==> src/rtl/time_set_controller.sv <==
// Time-set controller: conditions the mode/inc/dec pushbuttons and runs an
// edit session that snapshots the live time, adjusts hours/minutes/seconds
// with wrap-around, and hands the result to the counters with a load pulse.
module time_set_controller #(
  parameter int unsigned DEBOUNCE_CYCLES = 500000,
  parameter int unsigned REPEAT_DELAY    = 25000000,  // must be >= 2
  parameter int unsigned REPEAT_PERIOD   = 5000000,
  parameter int unsigned BLINK_CYCLES    = 12500000
) (
  input  logic       Clock_50MHz,
  input  logic       reset,
  input  logic       btn_mode,
  input  logic       btn_inc,
  input  logic       btn_dec,
  input  logic [4:0] cur_hrs,
  input  logic [5:0] cur_min,
  input  logic [5:0] cur_sec,
  output logic       set_active,
  output logic [1:0] edit_field,
  output logic [4:0] edit_hrs,
  output logic [5:0] edit_min,
  output logic [5:0] edit_sec,
  output logic       blink,
  output logic       load
);

  localparam int unsigned DW   = $clog2(DEBOUNCE_CYCLES + 1);
  localparam int unsigned TMAX = (REPEAT_DELAY > REPEAT_PERIOD) ? REPEAT_DELAY : REPEAT_PERIOD;
  localparam int unsigned TW   = $clog2(TMAX + 1);
  localparam int unsigned BW   = $clog2(BLINK_CYCLES + 1);

  typedef enum logic [2:0] {RUN, EDIT_HRS, EDIT_MIN, EDIT_SEC, COMMIT} state_t;

  // Button index 0 = mode, 1 = inc, 2 = dec.
  logic [2:0] btn_raw;
  logic [2:0] press_evt;
  logic [2:1] rep_evt;

  assign btn_raw = {btn_dec, btn_inc, btn_mode};

  genvar gi;
  generate
    for (gi = 0; gi < 3; gi++) begin : g_btn
      logic          sync1_reg;
      logic          sync2_reg;
      logic          level_reg;
      logic          level_d_reg;
      logic          press_reg;
      logic [DW-1:0] cnt_reg;

      // Two-flop synchronizer, debounce counter and registered press pulse.
      always_ff @(posedge Clock_50MHz) begin
        if (reset) begin
          sync1_reg   <= 1'b0;
          sync2_reg   <= 1'b0;
          level_reg   <= 1'b0;
          level_d_reg <= 1'b0;
          press_reg   <= 1'b0;
          cnt_reg     <= '0;
        end else begin
          sync1_reg   <= btn_raw[gi];
          sync2_reg   <= sync1_reg;
          level_d_reg <= level_reg;
          press_reg   <= level_reg & ~level_d_reg;
          if (sync2_reg != level_reg) begin
            if (cnt_reg == DW'(DEBOUNCE_CYCLES - 1)) begin
              level_reg <= sync2_reg;
              cnt_reg   <= '0;
            end else begin
              cnt_reg <= cnt_reg + DW'(1);
            end
          end else begin
            cnt_reg <= '0;
          end
        end
      end

      assign press_evt[gi] = press_reg;

      if (gi != 0) begin : g_rep
        logic [TW-1:0] timer_reg;
        logic          armed_reg;
        logic          rep_reg;

        // Auto-repeat: first extra event REPEAT_DELAY after the press, then
        // every REPEAT_PERIOD; the timer only runs once the press was seen.
        always_ff @(posedge Clock_50MHz) begin
          if (reset || !level_reg) begin
            timer_reg <= '0;
            armed_reg <= 1'b0;
            rep_reg   <= 1'b0;
          end else if (press_reg) begin
            timer_reg <= TW'(REPEAT_DELAY - 2);
            armed_reg <= 1'b1;
            rep_reg   <= 1'b0;
          end else if (armed_reg && timer_reg == '0) begin
            timer_reg <= TW'(REPEAT_PERIOD - 1);
            rep_reg   <= 1'b1;
          end else if (armed_reg) begin
            timer_reg <= timer_reg - TW'(1);
            rep_reg   <= 1'b0;
          end else begin
            rep_reg <= 1'b0;
          end
        end

        // A release landing on the repeat cycle suppresses that repeat.
        assign rep_evt[gi] = rep_reg & level_reg;
      end
    end
  endgenerate

  logic ev_mode, ev_inc, ev_dec, adj_inc, adj_dec;

  assign ev_mode = press_evt[0];
  assign ev_inc  = press_evt[1] | rep_evt[1];
  assign ev_dec  = press_evt[2] | rep_evt[2];
  // Mode wins over inc/dec; inc together with dec cancels both.
  assign adj_inc = ev_inc & ~ev_dec & ~ev_mode;
  assign adj_dec = ev_dec & ~ev_inc & ~ev_mode;

  state_t        state_reg, state_next;
  logic [4:0]    hrs_reg, hrs_next;
  logic [5:0]    min_reg, min_next;
  logic [5:0]    sec_reg, sec_next;
  logic          blink_reg;
  logic [BW-1:0] blink_cnt_reg;

  // Session state and edited time registers.
  always_ff @(posedge Clock_50MHz) begin
    if (reset) begin
      state_reg <= RUN;
      hrs_reg   <= '0;
      min_reg   <= '0;
      sec_reg   <= '0;
    end else begin
      state_reg <= state_next;
      hrs_reg   <= hrs_next;
      min_reg   <= min_next;
      sec_reg   <= sec_next;
    end
  end

  // Next state, snapshot on session entry and wrap-around field adjustment.
  always_comb begin
    state_next = state_reg;
    hrs_next   = hrs_reg;
    min_next   = min_reg;
    sec_next   = sec_reg;
    case (state_reg)
      RUN: begin
        if (ev_mode) begin
          state_next = EDIT_HRS;
          hrs_next   = cur_hrs;
          min_next   = cur_min;
          sec_next   = cur_sec;
        end
      end
      EDIT_HRS: begin
        if (ev_mode)      state_next = EDIT_MIN;
        else if (adj_inc) hrs_next = (hrs_reg >= 5'd23) ? 5'd0 : hrs_reg + 5'd1;
        else if (adj_dec) hrs_next = (hrs_reg == 5'd0 || hrs_reg > 5'd23) ? 5'd23 : hrs_reg - 5'd1;
      end
      EDIT_MIN: begin
        if (ev_mode)      state_next = EDIT_SEC;
        else if (adj_inc) min_next = (min_reg >= 6'd59) ? 6'd0 : min_reg + 6'd1;
        else if (adj_dec) min_next = (min_reg == 6'd0 || min_reg > 6'd59) ? 6'd59 : min_reg - 6'd1;
      end
      EDIT_SEC: begin
        if (ev_mode)      state_next = COMMIT;
        else if (adj_inc) sec_next = (sec_reg >= 6'd59) ? 6'd0 : sec_reg + 6'd1;
        else if (adj_dec) sec_next = (sec_reg == 6'd0 || sec_reg > 6'd59) ? 6'd59 : sec_reg - 6'd1;
      end
      COMMIT:  state_next = RUN;
      default: state_next = RUN;
    endcase
  end

  // Blink: starts high on entry, toggles every BLINK_CYCLES, low in RUN.
  always_ff @(posedge Clock_50MHz) begin
    if (reset || state_next == RUN) begin
      blink_reg     <= 1'b0;
      blink_cnt_reg <= '0;
    end else if (state_reg == RUN) begin
      blink_reg     <= 1'b1;
      blink_cnt_reg <= '0;
    end else if (blink_cnt_reg == BW'(BLINK_CYCLES - 1)) begin
      blink_reg     <= ~blink_reg;
      blink_cnt_reg <= '0;
    end else begin
      blink_cnt_reg <= blink_cnt_reg + BW'(1);
    end
  end

  // Field indicator decoded from the session state.
  always_comb begin
    edit_field = 2'd0;
    case (state_reg)
      EDIT_HRS: edit_field = 2'd1;
      EDIT_MIN: edit_field = 2'd2;
      EDIT_SEC: edit_field = 2'd3;
      default:  edit_field = 2'd0;
    endcase
  end

  assign set_active = (state_reg != RUN);
  assign load       = (state_reg == COMMIT);
  assign edit_hrs   = hrs_reg;
  assign edit_min   = min_reg;
  assign edit_sec   = sec_reg;
  assign blink      = blink_reg;

endmodule

==> config.mk <==
export PLATFORM = sky130hd
export DESIGN_NAME = time_set_controller
export DESIGN_NICKNAME = d
export VERILOG_FILES = /design/src/rtl/time_set_controller.sv
export SDC_FILE = /design/constraint.sdc
export NUM_CORES = 1
export LEC_CHECK = 0
export ABC_AREA = 1
export BUFFER_PORTS_ARGS = -buffer_cell sky130_fd_sc_hd__buf_2
export CAP_MARGIN = 20
export CELL_PAD_IN_SITES_DETAIL_PLACEMENT = 0
export CELL_PAD_IN_SITES_GLOBAL_PLACEMENT = 1
export CORE_MARGIN = 3
export CORE_UTILIZATION = 45
export CTS_BUF_LIST = sky130_fd_sc_hd__clkbuf_16
export DETAILED_ROUTE_END_ITERATION = 8
export GPL_ROUTABILITY_DRIVEN = 0
export GPL_TIMING_DRIVEN = 0
export HOLD_SLACK_MARGIN = 0.03
export PLACE_DENSITY_LB_ADDON = 0.1
export REMOVE_ABC_BUFFERS = 1
export SYNTH_ARGS = -nofsm -noshare
export SYNTH_HDL_FRONTEND = slang
export SYNTH_SLANG_ARGS = --single-unit
export TNS_END_PERCENT = 30
==> constraint.sdc <==
create_clock -name Clock_50MHz -period 1.71 [get_ports Clock_50MHz]
set_input_delay 0 -clock Clock_50MHz [delete_from_list [all_inputs] [get_ports Clock_50MHz]]
set_output_delay 0 -clock Clock_50MHz [all_outputs]
set_load 0.005 [all_outputs]
# After elaboration in Yosys (flattened, before gate mapping)
# Cells that the tools add are included.
[totals]
reg_bits = 171
latch_bits = 0
ramBits = 0
romBits = 0
word_cells = 168
mem_count = 0
[op_classes]
n_addsub = 12
n_mul = 0
div = 0
order_cmp = 6
n_eq_ne = 18
shifts = 0
muxes = 37
bitwise = 21
n_reduce_logical = 40
[ops]
columns = ["operator", "n"]
rows = [
  ["2-to-1 mux 25 bit", 6],
  ["2-to-1 mux 6 bit", 12],
  ["adder 19 x 1 -> 19 bit (second input constant)", 3],
  ["== test 19 bit (second input constant)", 3],
  ["logical NOT 25 bit", 2],
  ["subtractor 25 x 1 -> 25 bit (second input constant)", 2],
  ["2-to-1 mux 5 bit", 6],
  ["adder 24 x 1 -> 24 bit (second input constant)", 1],
  ["== test 24 bit (second input constant)", 1],
  ["case mux 6 bit (2 select lines)", 2],
  ["OR reduction 3 bit", 6],
  ["adder 6 x 1 -> 6 bit (second input constant)", 2],
  ["greater-or-equal comparator 6 bit (second input constant)", 2],
  ["> comparator 6 bit (second input constant)", 2],
  ["logical NOT 6 bit", 2],
  ["2-to-1 mux 3 bit", 4],
  ["case mux 3 bit (4 select lines)", 1],
  ["AND reduction 4 bit", 3],
  ["nonzero test 2 bit", 6],
  ["subtractor 6 x 1 -> 6 bit (second input constant)", 2],
  ["NOT 1 bit", 10],
  ["case mux 5 bit (2 select lines)", 1],
  ["bitwise AND 1 bit", 9],
  ["!= test 3 bit (second input constant)", 3],
  ["other kinds (20)", 43],
]

# Longest topological paths before layout
# Gate-level depths: netlist of the first run.
[logic_depth]
word_depth = 9
depth_mapped = 12
ltp_nobuf = 12

# Least setup slack after synthesis of the first run
# OpenSTA, ideal clock, no wires.
[synth_timing]
path_kind = "register -> register"
from = "register g_btn[2].cnt_reg[0]"
to = "register g_btn[2].cnt_reg[14]"
setup_time_ps = 113
arrival_ps = 1436
path_slack_ps = 160
path_stages_with_launch = 10
path_buffers = 1
cell_sequence = "dfxtp_1 ha_1 nand3_1 inv_1 nand4_1 nor3_2 nor2_4 inv_1 buf_4 nor2_1"
[synth_between]
elab_chain_cells = 2
word_cells_on_any_way = 3
classes_between = "add/sub (1); eq/ne (1); reduce/logical (1)"
[synth_lines]
columns = ["element", "line_no", "text"]
rows = [
  ["start: declaration", "49", "logic [DW-1:0] cnt_reg;"],
  ["start signal: assignment", "70", "cnt_reg <= cnt_reg + DW'(1);"],
  ["parallel branches: the longest is 2 deep, another holds adder 19 x 1 -> 19 bit", "n/a", ""],
]
# Several ways; the timed one is not identified.
# A chain may end at the register's enable or synchronous reset.

# Worst setup path in the final report of the first run
[layout_timing]
from = "register g_btn[2].cnt_reg[0]"
to = "register g_btn[2].cnt_reg[17]"
# Same word-level chain as after synthesis.

==> flow_metrics.tcl, run 1 <==
set metrics [dict create \
    cts.htree.levels 4 \
    via_count 8955 \
    totalWireLength_um 23300 \
    dr.first_iter.drc_count 424 \
    drv_cap 0 \
    layout.cells.non_filler 1812 \
    cts_max_path_buffers 2 \
    gr-usage-all-layers_pct 20.4 \
    tns_ns 0 \
    crit_arrival_ns 2.01 \
    slew_headroom_pct 60.4 \
    tritoncts_clock_tree "yes" \
    synth-simple-area-share_pct 39.9 \
    routed_wire_length_per_instance_um 12.9 \
    crit_path_class "register to register" \
    combinational_family_with_the_most_area_after_synthesis "simple AND/OR/NAND/NOR gates" \
    core_region_area_sq_mm 0.0206 \
    synthDominantCellAreaShare_pct 35.8 \
    grt_setup_unrepaired "yes" \
    syn_inst 1446 \
    die_outline_area_sq_mm 0.0230 \
    floorplan.initialDensity_pct 46.5 \
    report.power.total_mw 7.97 \
    timing.final.max_slew_violations 0 \
    max_slew.worst_pin.slew_ns 0.592 \
    drt_drc_violations_left 0 \
    ys_seq_area_share_pct 35.8 \
    clk-insertion-delay-late_ns 0.43 \
    diodes 0 \
    ff2ff_setup_slack_ns 0.06 \
    synth.top_cells.by_area "sky130_fd_sc_hd__dfxtp_1 36%, sky130_fd_sc_hd__nand2_1 12%, sky130_fd_sc_hd__nor2_1 9.6%" \
    horizontal_extent_of_the_die_um 152 \
    detailed_place.area_sq_mm 0.00998 \
    clk_pin_slew_ns 0.07 \
    grt_pass1_vias 7971 \
    timing.fmax_mhz 607 \
    die_y_um 152 \
    synth_fa_ha_area_share_pct 1.96 \
    largest_reg_flops 57 \
    period_minus_slack_ns 1.65 \
    cts.sinks 171 \
    timing.rr.start "g_btn[2].cnt_reg[0]" \
    r2r_cells 8 \
    worst-endpoint-required_ns 2.08 \
    final_cycle_utilization_of_the_critical_path_pct 96.3 \
    most_used_cells_in_the_layout_excluding_fill_and_tap_cells "305 x sky130_fd_sc_hd__nand2_1, 234 x sky130_fd_sc_hd__nor2_1, 186 x sky130_fd_sc_hd__inv_1" \
    placementRows 52 \
    total_leakage_power_nw 4.81 \
    final_core_util_pct 54.8 \
    endpoint_kind "register" \
    pin_count_of_the_biggest_net_entering_global_routing 25 \
    crit_path_max_fanout 7 \
    netlist_area_sq_mm 0.00956 \
    post_synth.cell_area_avg_sq_um 6.61 \
    antenna_violations_before_repair 0 \
    async_flop_share_pct 0 \
    ant_nets 0 \
    place.detailed.hpwl_um 16500 \
    timing.critical_path.from_type "register" \
    wire_length_of_the_first_global_routing_pass_um 38000 \
    layout_commonest_cell "sky130_fd_sc_hd__nand2_1" \
    stdcell_area_sq_mm 0.0113 \
    num_io_pins 44 \
    overflow 0 \
    fraction_of_final_layout_cells_sized_beyond_drive_strength_1_pct 15.2 \
    final_nets 1567 \
    worstHoldPathCells 6 \
    status "completed" \
    ctsRootBufferMaster "sky130_fd_sc_hd__clkbuf_16" \
    power.density_mw_per_mm2 708 \
    number_of_cts_inserted_buffers 17 \
    timing_hold_violations_final 0 \
    area_delta_synth_final_pct 17.8 \
    placed_cells_incl_taps 1737 \
    synth.mux.area_fraction_pct 0 \
    synth.distinct_cells 45 \
    edff_count_synth 0 \
    synth_top_area_cell "sky130_fd_sc_hd__dfxtp_1" \
    dr.pass1.iters 5 \
    peakVddDrop_mv 0.573 \
    synth_xor_area_share_pct 5.41 \
    synthFlopType "sky130_fd_sc_hd__dfxtp_1" \
    timing.hold.worst_endpoint "edit_min[4]" \
    synth_compound_area_share_pct 7.49 \
    report.final.setup_viol 0 \
    timing.hold.worst.start "cur_min[4]" \
    ys_ff_latch 171 \
    route.detailed.vias_per_inst 4.94 \
    skew_ns 0.0178 \
    placement.io_buffers 43 \
    worst_r2r_end "g_btn[2].cnt_reg[17]" \
    timing.hold.worst.class "input port to register" \
    synth.yosys.warnings 0 \
]
[how the worst max path moves through the flow]
stage                                            from  cells after the start                           end
after floorplan                   g_btn[1].cnt_reg[0]                      8          g_btn[1].cnt_reg[14]
after detailed placement          g_btn[1].cnt_reg[0]                      8          g_btn[1].cnt_reg[15]
final                             g_btn[2].cnt_reg[0]                      8          g_btn[2].cnt_reg[17]
after global routing              g_btn[2].cnt_reg[0]                     10          g_btn[2].cnt_reg[16]
after CTS                 g_btn[2].g_rep.timer_reg[0]                     11  g_btn[2].g_rep.timer_reg[19]
after global placement            g_btn[1].cnt_reg[0]                      8          g_btn[1].cnt_reg[15]
[critical path, stage by stage (launching register included)]
cell and delay [ns]:
sky130_fd_sc_hd__dfxtp_4 0.36, sky130_fd_sc_hd__ha_2 0.21, sky130_fd_sc_hd__nand3_4 0.11, sky130_fd_sc_hd__inv_2 0.05, sky130_fd_sc_hd__nand4_1 0.11, sky130_fd_sc_hd__nor3_2 0.08
sky130_fd_sc_hd__nor2_4 0.26, sky130_fd_sc_hd__clkinvlp_4 0.25, sky130_fd_sc_hd__a21oi_1 0.15
[power breakdown]
group	total, mW	switching, mW	internal [mW]	leakage (nW)
Combinational	0.143	0.0702	0.0724	3.13
Clock	3.84	1.68	2.15	0.288
Sequential	3.99	0.00584	3.98	1.39
Total	7.97	1.76	6.21	4.81
[stage by stage]
step | hold WS (ns) | setup slack [ns]
3_5_place_dp | 0.232 | -0.410
3_3_place_gp | 0.233 | -0.417
6_report | 0.0487 | 0.0637
2_1_floorplan | 0.0691 | 0.0616
5_1_grt | 0.0791 | -0.0606
4_1_cts | 0.0355 | -0.0104
[area by class of cell]
class | instances | area [sq um]
Multi-Input combinational cell | 1047 | 5490
Sequential cell | 171 | 3450
Timing Repair Buffer | 85 | 614
Inverter | 207 | 785
Clock inverter | 14 | 146
Fill cell | 2097 | 9300
Timing Repair inverter | 1 | 7.51
Clock buffer | 17 | 425
Tap cell | 270 | 338
[per-layer routing]
layer | routed length [um] | GRT usage, %
met4 | 319 | 5.35
met5 | 0 | 0
met3 | 755 | 4.10
met2 | 10900 | 33.9
met1 | 11300 | 27.2
[repair_timing]
action,in CTS,in global routing
gates cloned,1,1
hold endpoints to repair,23,0
pin swaps,5,12
buffers inserted,8,12
hold buffers,22,0
gates resized for setup,24,64
endpoints found under the setup margin,106,89
[cell families after synthesis]
logic type | Yosys count
compound gates | 135
xor+xnor | 59
fa+ha+maj | 15
buf+inv | 229
flops | 171
simple gates | 837
[Yosys cell counts, types with 4 or more instances]
| cell | number |
|---|---|
| sky130_fd_sc_hd__a21oi_1 | 79 |
| sky130_fd_sc_hd__a31oi_1 | 9 |
| sky130_fd_sc_hd__buf_2 | 8 |
| sky130_fd_sc_hd__buf_4 | 5 |
| sky130_fd_sc_hd__clkbuf_1 | 6 |
| sky130_fd_sc_hd__dfxtp_1 | 171 |
| sky130_fd_sc_hd__ha_1 | 15 |
| sky130_fd_sc_hd__inv_1 | 192 |
| sky130_fd_sc_hd__inv_2 | 14 |
| sky130_fd_sc_hd__nand2_1 | 316 |
| sky130_fd_sc_hd__nand2_2 | 15 |
| sky130_fd_sc_hd__nand3_1 | 100 |
| sky130_fd_sc_hd__nand3_2 | 4 |
| sky130_fd_sc_hd__nand3b_1 | 4 |
| sky130_fd_sc_hd__nand4_1 | 39 |
| sky130_fd_sc_hd__nor2_1 | 245 |
| sky130_fd_sc_hd__nor2_2 | 14 |
| sky130_fd_sc_hd__nor2_4 | 9 |
| sky130_fd_sc_hd__nor3_1 | 46 |
| sky130_fd_sc_hd__nor3_2 | 5 |
| sky130_fd_sc_hd__nor3b_1 | 8 |
| sky130_fd_sc_hd__nor4_1 | 8 |
| sky130_fd_sc_hd__o21ai_0 | 35 |
| sky130_fd_sc_hd__or2_0 | 4 |
| sky130_fd_sc_hd__or2_2 | 10 |
| sky130_fd_sc_hd__xnor2_1 | 17 |
| sky130_fd_sc_hd__xor2_1 | 42 |
(Power assumes the default switching activity.)
==> inputs of run 2 (changes only) <==
CELL_PAD_IN_SITES_DETAIL_PLACEMENT = unset   (was 0)
CELL_PAD_IN_SITES_GLOBAL_PLACEMENT = unset   (was 1)
CORE_UTILIZATION = 50   (was 45)
PLACE_DENSITY = 0.67   (was unset)
PLACE_DENSITY_LB_ADDON = unset   (was 0.1)
==> run 2 against run 1 <==
Compared with the run above:
- critical endpoint is now g_btn[2].cnt_reg[0]
- sequential power about the same
- highest routed layer unchanged
- combinational power decreased by 6%
- routed wire length decreased by 2.8%
- setup slack improved by 0.0037 ns
- clock skew decreased by 0.0041 ns
- first-iteration DRC count increased by 20%
- utilization increased by 6.5 points
- worst hold slack got worse by 0.0033 ns
- flip-flop and latch count unchanged
==> flow_metrics.tcl, run 2 (synthesis gave the netlist of run 1 again) <==
set metrics [dict create \
    via_count 9127 \
    clk_pin_slew_ns 0.07 \
    drv_cap 0 \
    timing.final.max_slew_violations 0 \
    worstPathCellList "ha_2, nand3_2, inv_1, nand4_1, nor3_2, nor2_4, clkinvlp_4, nor2_1" \
    largest_reg_flops 57 \
    p_int_mw 6.20 \
    routed_wire_length_per_instance_um 12.7 \
    ctsRootBufferMaster "sky130_fd_sc_hd__clkbuf_16" \
    cts_max_path_buffers 2 \
    hold_slack_ns 0.0455 \
    max_slew.worst_pin.slew_ns 0.548 \
    layout.cells.non_filler 1777 \
    timing.fmax_mhz 609 \
    area_delta_synth_final_pct 17.8 \
    antenna_violations_before_repair 0 \
    timing_hold_violations_final 0 \
    crit_path_max_fanout 12 \
    cts.sinks 171 \
    number_of_cts_inserted_buffers 17 \
    crit_path_max_incr_delay_ns 0.36 \
    cts.htree.levels 4 \
    crit_arrival_ns 1.97 \
    dr.pass1.iters 5 \
    totalWireLength_um 22600 \
    grt_util_met2_pct 36.7 \
    grt_util_met1_pct 28.4 \
    dr.first_iter.drc_count 508 \
    crit_path_class "register to register" \
    power_frac_clock_pct 48.1 \
    gr-max-usage-layer "met2" \
    skew_ns 0.0137 \
    placed_cells_incl_taps 1696 \
    report.final.setup_viol 0 \
    worst-endpoint-required_ns 2.03 \
    die_y_um 144 \
    floorplan.initialDensity_pct 52.0 \
    pin_count_of_the_biggest_net_entering_global_routing 25 \
    final.fill_count 1737 \
    placementRows 49 \
    ant_nets 0 \
    timing.critical_path.from_type "register" \
    grt_setup_unrepaired "yes" \
    fraction_of_final_layout_cells_sized_beyond_drive_strength_1_pct 15.5 \
    gr-usage-all-layers_pct 21.8 \
    wire_length_of_the_first_global_routing_pass_um 37600 \
    most_used_cells_in_the_layout_excluding_fill_and_tap_cells "305 x sky130_fd_sc_hd__nand2_1, 235 x sky130_fd_sc_hd__nor2_1, 187 x sky130_fd_sc_hd__inv_1" \
    slew_headroom_pct 63.4 \
    timing.critical_path.buf_inv 2 \
    place.detailed.hpwl_um 15600 \
    drt_drc_violations_left 0 \
    critical-path-top-delay-family "simple AND/OR/NAND/NOR gates" \
    overflow 0 \
    num_io_pins 44 \
    grt_pass1_vias 8351 \
    timing.hold.worst.class "input port to register" \
    switching_share_pct 21.9 \
    period_minus_slack_ns 1.64 \
    tritoncts_clock_tree "yes" \
    p_sw_mw 1.74 \
    route.detailed.vias_per_inst 5.14 \
    power.density_mw_per_mm2 705 \
    horizontal_extent_of_the_die_um 144 \
    core_region_area_sq_mm 0.0184 \
    comb_power_share_pct 1.7 \
    endpoint_kind "register" \
    slowest_stage "sky130_fd_sc_hd__dfxtp_2" \
    diodes 0 \
    placement.io_buffers 43 \
    layout_commonest_cell "sky130_fd_sc_hd__nand2_1" \
    final_nets 1572 \
    seq_power_share_pct 50.3 \
    total_leakage_power_nw 4.87 \
    status "completed" \
    die_outline_area_sq_mm 0.0208 \
    clk-insertion-delay-late_ns 0.44 \
    grtUsageMet3_pct 4.23 \
    peakVddDrop_mv 0.647 \
    final_cycle_utilization_of_the_critical_path_pct 96.1 \
]
[run 2: changes by cell type in the layout (fill, tap and decap cells not counted), moves of 3 or more]
cell,previous run,this run
sky130_fd_sc_hd__nor2_4,17,21
sky130_fd_sc_hd__nand2_2,24,21
sky130_fd_sc_hd__nand3_1,93,96
sky130_fd_sc_hd__nand3_2,6,2
sky130_fd_sc_hd__nor2_2,17,12
sky130_fd_sc_hd__dfxtp_2,11,14
sky130_fd_sc_hd__nand2_4,5,8
sky130_fd_sc_hd__buf_4,17,27
[run 2: repair_timing]
| item | 4_1_cts | 5_1_grt |
|---|---|---|
| buffers inserted | 3 | 25 |
| cloned | 0 | 0 |
| hold buffers | 21 | 0 |
| endpoints found under the hold margin | 20 | 0 |
| setup endpoints to repair | 99 | 89 |
| pin swaps | 1 | 22 |
| gates resized for setup | 22 | 73 |
[run 2: worst paths after layout]
kind | from | endpoint | slack [ns] | cells past startpoint
max reg2reg | g_btn[2].cnt_reg[0] | g_btn[2].cnt_reg[0] | 0.07 | 8
min | reset | edit_hrs[1] | 0.05 | 4
min reg2reg | g_btn[2].level_d_reg | g_btn[2].press_reg | 0.37 | 1
max | g_btn[2].cnt_reg[0] | g_btn[2].cnt_reg[0] | 0.07 | 8
[run 2: power groups by stage]
stage / Combinational [mW] / Clock (mW) / Sequential [mW]
4_1_cts: 0.130 / 3.91 / 4.00
3_3_place_gp: 0.0818 / 0 / 4.09
2_1_floorplan: 0.0369 / 0 / 4.08
6_report: 0.134 / 3.82 / 3.99
3_5_place_dp: 0.0829 / 0 / 4.09
5_1_grt: 0.147 / 4.06 / 3.99
[run 2: layer usage]
metal | vias to the layer above | part of all wire (%)
met1 | 4170 | 48
met5 | - | 0
li1 | 4797 | -
met3 | 32 | 3.2
met2 | 128 | 48
met4 | 0 | 1.6
[run 2: area by class of cell]
type / count / area (sq um) / share of cell area (%)
Clock buffer: 17 / 425 / 3.78
Sequential cell: 171 / 3450 / 30.7
Tap cell: 229 / 287 / 2.54
Timing Repair Buffer: 92 / 648 / 5.75
Inverter: 207 / 790 / 7.01
Clock inverter: 15 / 149 / 1.32
Multi-Input combinational cell: 1046 / 5510 / 48.9
[run 2: worst min-delay path, delay by kind of cell]
family                 cells  cell delay [ns]
AO/OA/AOI/OAI              1             0.08
buffers and inverters      2             0.30
AND/OR/NAND/NOR            1             0.06
[run 2: stage by stage]
stage	utilization [%]	power, mW	instance area, sq um	TNS, ns	setup slack (ns)
after CTS	58.8	8.03	10800	-0.0877	-0.0449
final	61.2	7.94	11300	0	0.0674
after global placement	54.0	4.17	9930	-14.32	-0.409
after global routing	61.2	8.20	11300	-1.28	-0.114
after floorplan	-	4.12	9430	0	0.0616
after detailed placement	54.0	4.17	9930	-17.39	-0.437
